==> config.mk <==
export PLATFORM = sky130hd
export DESIGN_NAME = bcd2bin_arbiter
export DESIGN_NICKNAME = d
export VERILOG_FILES = /design/src/rtl/bcd2bin_arb_pkg.sv /design/src/rtl/bcd2bin_arbiter_rr_arbiter.sv /design/src/rtl/bcd2bin_arbiter.sv
export SDC_FILE = /design/constraint.sdc
export NUM_CORES = 1
export LEC_CHECK = 0
export ABC_AREA = 1
export ABC_CLOCK_PERIOD_IN_PS = 2300
export BUFFER_PORTS_ARGS = -buffer_cell sky130_fd_sc_hd__buf_4
export CAP_MARGIN = 20
export CELL_PAD_IN_SITES_DETAIL_PLACEMENT = 1
export CELL_PAD_IN_SITES_GLOBAL_PLACEMENT = 1
export CORE_UTILIZATION = 32
export CTS_CLUSTER_DIAMETER = 120
export DETAILED_ROUTE_END_ITERATION = 10
export PLACE_DENSITY = 0.8
export REMOVE_ABC_BUFFERS = 1
export SLEW_MARGIN = 20
export SYNTH_ARGS = -nofsm -noshare
export SYNTH_HDL_FRONTEND = slang
export SYNTH_SLANG_ARGS = --single-unit
==> constraint.sdc <==
create_clock -name clk -period 2.3 [get_ports clk]
set_input_delay 0.115 -clock clk [delete_from_list [all_inputs] [get_ports clk]]
set_output_delay 0.115 -clock clk [all_outputs]
set_load 0.03 [all_outputs]
==> src/rtl/bcd2bin_arb_pkg.sv <==
// Shared types and constants for the bcd2bin round-robin arbiter.
// ERR state is reachable only when BCD2BIN_ARB_DIGIT_CHECK_EN is defined.
package bcd2bin_arb_pkg;

  localparam int BCD_W       = 4;
  localparam int BIN_W       = 7;
  localparam int NUM_REQ_MAX = 8;

  typedef enum logic [1:0] {
    IDLE  = 2'd0,
    ISSUE = 2'd1,
    WAIT  = 2'd2,
    ERR   = 2'd3
  } arb_state_e;

  function automatic logic bcd_digit_bad(input logic [BCD_W-1:0] d);
    return d > BCD_W'(9);
  endfunction

endpackage

==> src/rtl/bcd2bin_arbiter_rr_arbiter.sv <==
// Combinational round-robin pick: first asserted request at or after rr_ptr,
// wrapping from N-1 back to 0.
module rr_arbiter #(
  parameter int N  = 4,
  parameter int IW = $clog2(N)
) (
  input  logic [N-1:0]  req,
  input  logic [IW-1:0] rr_ptr,
  output logic [N-1:0]  grant,
  output logic [IW-1:0] grant_idx,
  output logic          any_grant
);

  logic [IW-1:0] cand_idx [N];

  // cand_idx[k] is the requester examined at priority position k
  genvar gi;
  generate
    for (gi = 0; gi < N; gi++) begin : g_cand
      logic [IW:0] sum;
      assign sum          = {1'b0, rr_ptr} + (IW+1)'(gi);
      assign cand_idx[gi] = (sum >= (IW+1)'(N)) ? IW'(sum - (IW+1)'(N)) : IW'(sum);
    end
  endgenerate

  always_comb begin
    grant     = '0;
    grant_idx = '0;
    any_grant = 1'b0;
    for (int k = 0; k < N; k++) begin
      if (!any_grant && req[cand_idx[k]]) begin
        any_grant           = 1'b1;
        grant_idx           = cand_idx[k];
        grant[cand_idx[k]]  = 1'b1;
      end
    end
  end

endmodule

==> src/rtl/bcd2bin_arbiter.sv <==
// Shares one bcd2bin converter among NUM_REQ requesters, one transaction at a time.
// Define BCD2BIN_ARB_DIGIT_CHECK_EN to reject digits above 9 with an rsp_err response.
module bcd2bin_arbiter
  import bcd2bin_arb_pkg::*;
#(
  parameter  int NUM_REQ = 4,
  localparam int OWN_W   = $clog2(NUM_REQ)
) (
  input  logic                     clk,
  input  logic                     reset_n,
  input  logic [NUM_REQ-1:0]       req_valid,
  input  logic [BCD_W*NUM_REQ-1:0] req_bcd1,
  input  logic [BCD_W*NUM_REQ-1:0] req_bcd0,
  output logic [NUM_REQ-1:0]       req_ready,
  output logic [NUM_REQ-1:0]       rsp_valid,
  output logic [BIN_W-1:0]         rsp_bin,
  output logic                     rsp_err,
  output logic                     busy,
  output logic                     cvt_start,
  output logic [BCD_W-1:0]         cvt_bcd1,
  output logic [BCD_W-1:0]         cvt_bcd0,
  input  logic                     cvt_ready,
  input  logic                     cvt_done_tick,
  input  logic [BIN_W-1:0]         cvt_bin
);

  arb_state_e           state_q, state_d;
  logic [OWN_W-1:0]     owner_q, owner_d;
  logic [OWN_W-1:0]     rr_ptr_q, rr_ptr_d;
  logic [BCD_W-1:0]     cvt_bcd1_q, cvt_bcd1_d;
  logic [BCD_W-1:0]     cvt_bcd0_q, cvt_bcd0_d;
  logic                 cvt_start_q, cvt_start_d;
  logic [NUM_REQ-1:0]   rsp_valid_q, rsp_valid_d;
  logic [BIN_W-1:0]     rsp_bin_q, rsp_bin_d;
  logic                 busy_q, busy_d;
`ifdef BCD2BIN_ARB_DIGIT_CHECK_EN
  logic                 rsp_err_q, rsp_err_d;
`endif

  logic [NUM_REQ-1:0]   gnt_oh;
  logic [OWN_W-1:0]     gnt_idx;
  logic                 gnt_any;
  logic                 accept;
  logic [OWN_W-1:0]     ptr_after_owner;
  logic [BCD_W-1:0]     bcd1_arr [NUM_REQ];
  logic [BCD_W-1:0]     bcd0_arr [NUM_REQ];
  logic [BCD_W-1:0]     sel_bcd1, sel_bcd0;

  rr_arbiter #(.N(NUM_REQ), .IW(OWN_W)) u_rr (
    .req       (req_valid),
    .rr_ptr    (rr_ptr_q),
    .grant     (gnt_oh),
    .grant_idx (gnt_idx),
    .any_grant (gnt_any)
  );

  genvar gi;
  generate
    for (gi = 0; gi < NUM_REQ; gi++) begin : g_digits
      assign bcd1_arr[gi] = req_bcd1[BCD_W*gi +: BCD_W];
      assign bcd0_arr[gi] = req_bcd0[BCD_W*gi +: BCD_W];
    end
  endgenerate

  assign sel_bcd1 = bcd1_arr[gnt_idx];
  assign sel_bcd0 = bcd0_arr[gnt_idx];

  // reset_n gating keeps the combinational accept pulse quiet while held in reset
  assign accept    = reset_n && (state_q == IDLE) && cvt_ready && gnt_any;
  assign req_ready = accept ? gnt_oh : '0;

  assign ptr_after_owner = (owner_q == OWN_W'(NUM_REQ-1)) ? '0 : owner_q + OWN_W'(1);

  always_comb begin
    state_d     = state_q;
    owner_d     = owner_q;
    rr_ptr_d    = rr_ptr_q;
    cvt_bcd1_d  = cvt_bcd1_q;
    cvt_bcd0_d  = cvt_bcd0_q;
    cvt_start_d = 1'b0;
    rsp_valid_d = '0;
    rsp_bin_d   = rsp_bin_q;
`ifdef BCD2BIN_ARB_DIGIT_CHECK_EN
    rsp_err_d   = rsp_err_q;
`endif
    case (state_q)
      IDLE: begin
        if (accept) begin
          owner_d = gnt_idx;
`ifdef BCD2BIN_ARB_DIGIT_CHECK_EN
          if (bcd_digit_bad(sel_bcd1) || bcd_digit_bad(sel_bcd0)) begin
            state_d = ERR;
          end else begin
            cvt_bcd1_d  = sel_bcd1;
            cvt_bcd0_d  = sel_bcd0;
            cvt_start_d = 1'b1;
            state_d     = ISSUE;
          end
`else
          cvt_bcd1_d  = sel_bcd1;
          cvt_bcd0_d  = sel_bcd0;
          cvt_start_d = 1'b1;
          state_d     = ISSUE;
`endif
        end
      end
      ISSUE: state_d = WAIT;
      WAIT: begin
        if (cvt_done_tick) begin
          rsp_bin_d            = cvt_bin;
          rsp_valid_d[owner_q] = 1'b1;
          rr_ptr_d             = ptr_after_owner;
          state_d              = IDLE;
`ifdef BCD2BIN_ARB_DIGIT_CHECK_EN
          rsp_err_d            = 1'b0;
`endif
        end
      end
`ifdef BCD2BIN_ARB_DIGIT_CHECK_EN
      ERR: begin
        rsp_bin_d            = '0;
        rsp_err_d            = 1'b1;
        rsp_valid_d[owner_q] = 1'b1;
        rr_ptr_d             = ptr_after_owner;
        state_d              = IDLE;
      end
`endif
      default: state_d = IDLE;
    endcase
    busy_d = (state_d != IDLE);
  end

  always_ff @(posedge clk or negedge reset_n) begin
    if (!reset_n) begin
      state_q     <= IDLE;
      owner_q     <= '0;
      rr_ptr_q    <= '0;
      cvt_bcd1_q  <= '0;
      cvt_bcd0_q  <= '0;
      cvt_start_q <= 1'b0;
      rsp_valid_q <= '0;
      rsp_bin_q   <= '0;
      busy_q      <= 1'b0;
`ifdef BCD2BIN_ARB_DIGIT_CHECK_EN
      rsp_err_q   <= 1'b0;
`endif
    end else begin
      state_q     <= state_d;
      owner_q     <= owner_d;
      rr_ptr_q    <= rr_ptr_d;
      cvt_bcd1_q  <= cvt_bcd1_d;
      cvt_bcd0_q  <= cvt_bcd0_d;
      cvt_start_q <= cvt_start_d;
      rsp_valid_q <= rsp_valid_d;
      rsp_bin_q   <= rsp_bin_d;
      busy_q      <= busy_d;
`ifdef BCD2BIN_ARB_DIGIT_CHECK_EN
      rsp_err_q   <= rsp_err_d;
`endif
    end
  end

  assign rsp_valid = rsp_valid_q;
  assign rsp_bin   = rsp_bin_q;
  assign busy      = busy_q;
  assign cvt_start = cvt_start_q;
  assign cvt_bcd1  = cvt_bcd1_q;
  assign cvt_bcd0  = cvt_bcd0_q;
`ifdef BCD2BIN_ARB_DIGIT_CHECK_EN
  assign rsp_err   = rsp_err_q;
`else
  assign rsp_err   = 1'b0;
`endif

endmodule

-- After elaboration in Yosys (flattened, before gate mapping)
Cells that the tools add are included.
- output and inout port bits: 26
- input bits: 47
- register bits: 27
- add/sub/neg operators: 8
- order comparisons: 15
- reduce and logical (&&, ||, !) cells: 18
- equal/unequal tests: 3
- multiplexer cells: 49
- bitwise operators: 4
- operators by type and width (operator ; count):
    $mux W4 ; 11
    $mux W2 ; 11
    $bmux W4 S2 ; 2
    $lt A2 B3 Y1 const B ; 5
    $mux W1 ; 15
    $ge A3 B3 Y1 const B ; 4
    $or A4 B4 Y4 ; 3
    $logic_and A1 B1 Y1 ; 11
    $demux W1 S2 ; 5
    $ge A2 B1 Y1 const B ; 5
    $bmux W1 S2 ; 4
    $sub A2 B1 Y2 const B ; 4
    $add A2 B2 Y3 const B ; 2
    $pmux W2 S3 ; 1
    $eq A2 B2 Y1 const B ; 2
    $reduce_and A2 Y1 ; 2
    $add A2 B1 Y3 const B ; 1
    $ge A2 B3 Y1 const B ; 1
    $logic_not A1 Y1 ; 3
    $not A2 Y3 ; 1
    $add A2 B1 Y2 const B ; 1
    $eq A2 B1 Y1 const B ; 1
    $logic_not A2 Y1 ; 1
    $reduce_bool A2 Y1 ; 1

-- Depth between registers and ports, before layout
- depth after elaboration: 18
- depth in mapped cells: 15
- depth with buffers taken out: 14

-- Hierarchy
Synthesis repeated with hierarchy kept, for this count alone.
- cell total of the unflattened synthesis: 288
- area total of the unflattened synthesis: 1965.6 um2
- by module, submodules not included (module ; times used ; cells each ; area each (um2) ; seq. area each (um2)):
    bcd2bin_arbiter ; 1 ; 214 ; 1525.2 ; 675.6
    rr_arbiter ; 1 ; 74 ; 440.4 ; 0.0

-- Worst setup path before layout
OpenSTA, ideal clock, no wires.
- path type: register to output
- from: register rr_ptr_q[0]
- to: output req_ready[2]
- arrival: 2069 ps
- cell stages (with the launch flop): 12
- path slack: 116 ps
- data required time: 2185 ps
- cells stage by stage: dfrtp_1 -> buf_6 -> inv_8 -> ha_1 -> inv_1 -> nand3_1 -> nand2_2 -> inv_2 -> nand3_4 -> nand4_4 -> a31o_2 -> inv_1
- longest elaborated chain between the ends: 16
- elaborated cells on any way between the ends: 62
- those cells by class: add/sub (7); order compare (12); mux (29); bitwise (3); reduce/logical (11)
- RTL lines (item ; line ; text):
    start: declaration ; bcd2bin_arbiter.sv:29 ; logic [OWN_W-1:0] rr_ptr_q, rr_ptr_d;
    start signal: assignment ; bcd2bin_arbiter.sv:150 ; rr_ptr_q <= rr_ptr_d;
    branches (longest 15 deep; another with $add A2 B1 Y3) ; -- ;
    $mux W4 * ; bcd2bin_arbiter.sv:70 ; assign req_ready = accept ? gnt_oh : '0;
    end: declaration ; bcd2bin_arbiter.sv:14 ; output logic [NUM_REQ-1:0] req_ready,
Every way passes the cells marked *. The select of a mux whose other input is x is not followed.

-- Worst setup path after layout
- from: register rr_ptr_q[0]
- to: output req_ready[3]
The elaborated chain is that of the path after synthesis.

==> impl_metrics.ini <==
[layout]
fin_area_mm2 = 0.00285
n_fill_cell = 762
synthToLayoutAreaGrowth_pct = 38.0
multiInputGateArea_mm2 = 0.00119
layout-drive-gt1-share = 0.392
layout_commonest_cell = buf_4
layout_common_cells = buf_4 (81), nand2_1 (73), inv_1 (38), nand3_1 (38), dfrtp_1 (26)
seq_area_um2 = 677
num-nets-final = 412
diodes = 0

[yosys]
synth_compound_area_frac = 0.0473
yosys-top-cells-area = dfrtp_1 (33%), nand2_1 (13%), nand3_1 (9.2%)
synth_top_cell_by_area = dfrtp_1
ys_ff_latch = 27
yosysWarnings = 0
synthSimpleGateAreaFrac = 0.437
yosys.area_share.xor_xnor = 0
synth_top_area_share = 0.327
ys_seq_area_frac = 0.327
netlist_area_mm2 = 0.00206
avgSynthCellArea_um2 = 7.67
synth_fa_ha_area_frac = 0.0728
synth_top_family_by_area = simple AND/OR/NAND/NOR gates
synth.distinct_cells = 36
synthMuxAreaShare = 0
synthCells = 269

[timing]
min_period_ps = 2200
final_max_slew_viol_count = 0
setup_slack_ps = 97.5
fin_worst_skew_ps = 7.81
setup_viol = 0
period_share = 0.958
rsz0062_at_grt = false
final_hold_viol_count = 0
hold_slack_ps = 39.4
max_freq_ghz = 0.454

[floorplan]
core_area_mm2 = 0.00606
die_w_um = 82.3
die_area_mm2 = 0.00677
ios = 73
std_cell_rows = 28
die_h_um = 82.3
start_util = 0.340

[detailed_routing]
ant_nets = 0
drt_pass1_iterations = 4
drtIter0Drc = 112
wl_per_cell_um = 13.9
wl_mm = 5.92
drc = 0
vias_per_cell = 4.79
vias = 2044

[grt]
grt_pass1_vias = 2021
grt_pass1_wl_mm = 9.28
grt_use_total = 0.180
antenna_found_initial = 0
grt_overflow = 0
grt_max_degree = 29

[clock_tree]
htreeDepth = 1
cts_tree = done
clk_latency_ps = 270
cts-root-buf = clkbuf_8
clock_sinks = 27
clk_pin_slew_ps = 90
numCtsBuffers = 3
clockBufferDepth = 2

[setup_path]
worstPathRequired_ps = 2180
r2r-end = cvt_bcd1[0]
startpoint_type = register
r2r_setup_slack_ps = 190
endpoint_kind = output pin
worstSetupPathType = register to output pin
reg2reg_depth = 13
cp.arrival_ps = 2090
timing.rr.start = rr_ptr_q[0]
worstPathMaxFanout = 7

[place]
portBuffers = 71
place_congestion = 0.928
place_area_mm2 = 0.00268
dp.final_hpwl_mm = 4.46
post-place-ws_ps = -36.4

[min_path]
hold_path_class = input port to register
hp-start = cvt_bin[4]
worstHoldPathCells = 3
hold_end = rsp_bin[4]

[pwr]
ir_drop_uv = 645
p_leak_uw = 0.00158
p_per_area_mw_per_mm2 = 1540
power_uw = 4370

[run_status]
outcome = completed

[run]
maxCapViolations = 0
cell type report:
class,count,area share
clock buffer,4,0.0158
multi-input combinational,191,0.419
sequential,27,0.238
inverter,45,0.0624
tap,75,0.0330
timing repair buffer,85,0.232
critical path: stages, from the launching register on:
cell     delay [ps]
dfrtp_2         440
inv_8            40
ha_4            290
nand3_2         120
nand2_4         150
nor2_8           70
nand3_4          80
nand4_4         130
a31o_2          260
inv_1            60
buf_4           150
per-stage QoR:
step | TNS [ps] | utilization | instances
floorplan | -639 | - | 262
global placement | 0 | 0.442 | 414
detailed placement | -71.5 | 0.442 | 414
CTS | 0 | 0.462 | 424
global route | 0 | 0.470 | 427
finish | 0 | 0.470 | 427
sequential cells by signal (all words and copies together), names as in the netlist:
signal     flops
owner_q        2
cvt_bcd0       4
rr_ptr_q       2
cvt_start      1
rsp_bin        7
rsp_valid      4
state_q        2
busy           1
cvt_bcd1       4
synthesized netlist by cell type:
cell type	count
o21ai_2	1
inv_8	1
clkbuf_1	2
buf_8	1
nand3_4	4
nand2_2	10
buf_6	2
buf_4	1
inv_1	40
ha_1	12
or2_2	8
a21oi_2	1
nand4_4	1
nor2_4	1
a31o_2	2
clkinv_2	1
nor2_2	1
or2_1	2
conb_1	1
nand2_1	73
nand2_8	1
inv_2	3
nor3_1	1
a22oi_1	3
a21boi_0	1
nand2_4	6
o21a_1	1
dfrtp_1	27
nor2_8	1
buf_2	1
nand3_1	38
a21oi_1	1
nand4_1	7
nor2_1	7
o21ai_0	4
nand3_2	2
cell families (layout without fill, tap and decap cells):
kind of cell,Yosys count,count (layout)
flip-flops,27,27
AND/OR/NAND/NOR,163,164
AO/OA/AOI/OAI,14,14
buffers and inverters,52,134
other,1,1
adder cells (fa/ha/maj),12,12
worst max-delay path by stage:
stage / from / end / slack (ps) / depth (start not counted)
3_3_place_gp: rr_ptr_q[0] / cvt_bcd0[1] / 100 / 11
4_1_cts: rr_ptr_q[0] / req_ready[3] / 5 / 10
2_1_floorplan: rr_ptr_q[0] / req_ready[2] / -100 / 10
3_5_place_dp: rr_ptr_q[0] / cvt_bcd1[0] / -40 / 11
6_report: rr_ptr_q[0] / req_ready[3] / 100 / 10
5_1_grt: rr_ptr_q[0] / req_ready[0] / 1 / 12
report_power, final:
part | internal (µW) | switching (µW) | total (µW)
Clock | 124 | 150 | 274
Combinational | 1210 | 2090 | 3290
Sequential | 672 | 136 | 808
metal layers:
| layer | up-vias | routed length [µm] | track usage |
|---|---|---|---|
| li1 | 1007 | - | - |
| met1 | 951 | 2530 | 0.227 |
| met2 | 78 | 3020 | 0.317 |
| met3 | 8 | 306 | 0.0286 |
| met4 | 0 | 62 | 0.0456 |
| met5 | - | 0 | 0 |
what timing repair did:
action,CTS,global route
pin swaps,2,2
setup endpoints to repair,8,12
setup buffers,5,2
gates cloned,0,1
hold buffers,1,0
gates resized for setup,5,6
endpoints found under the hold margin,27,0
Note: power is estimated with default switching activity, not from simulation.
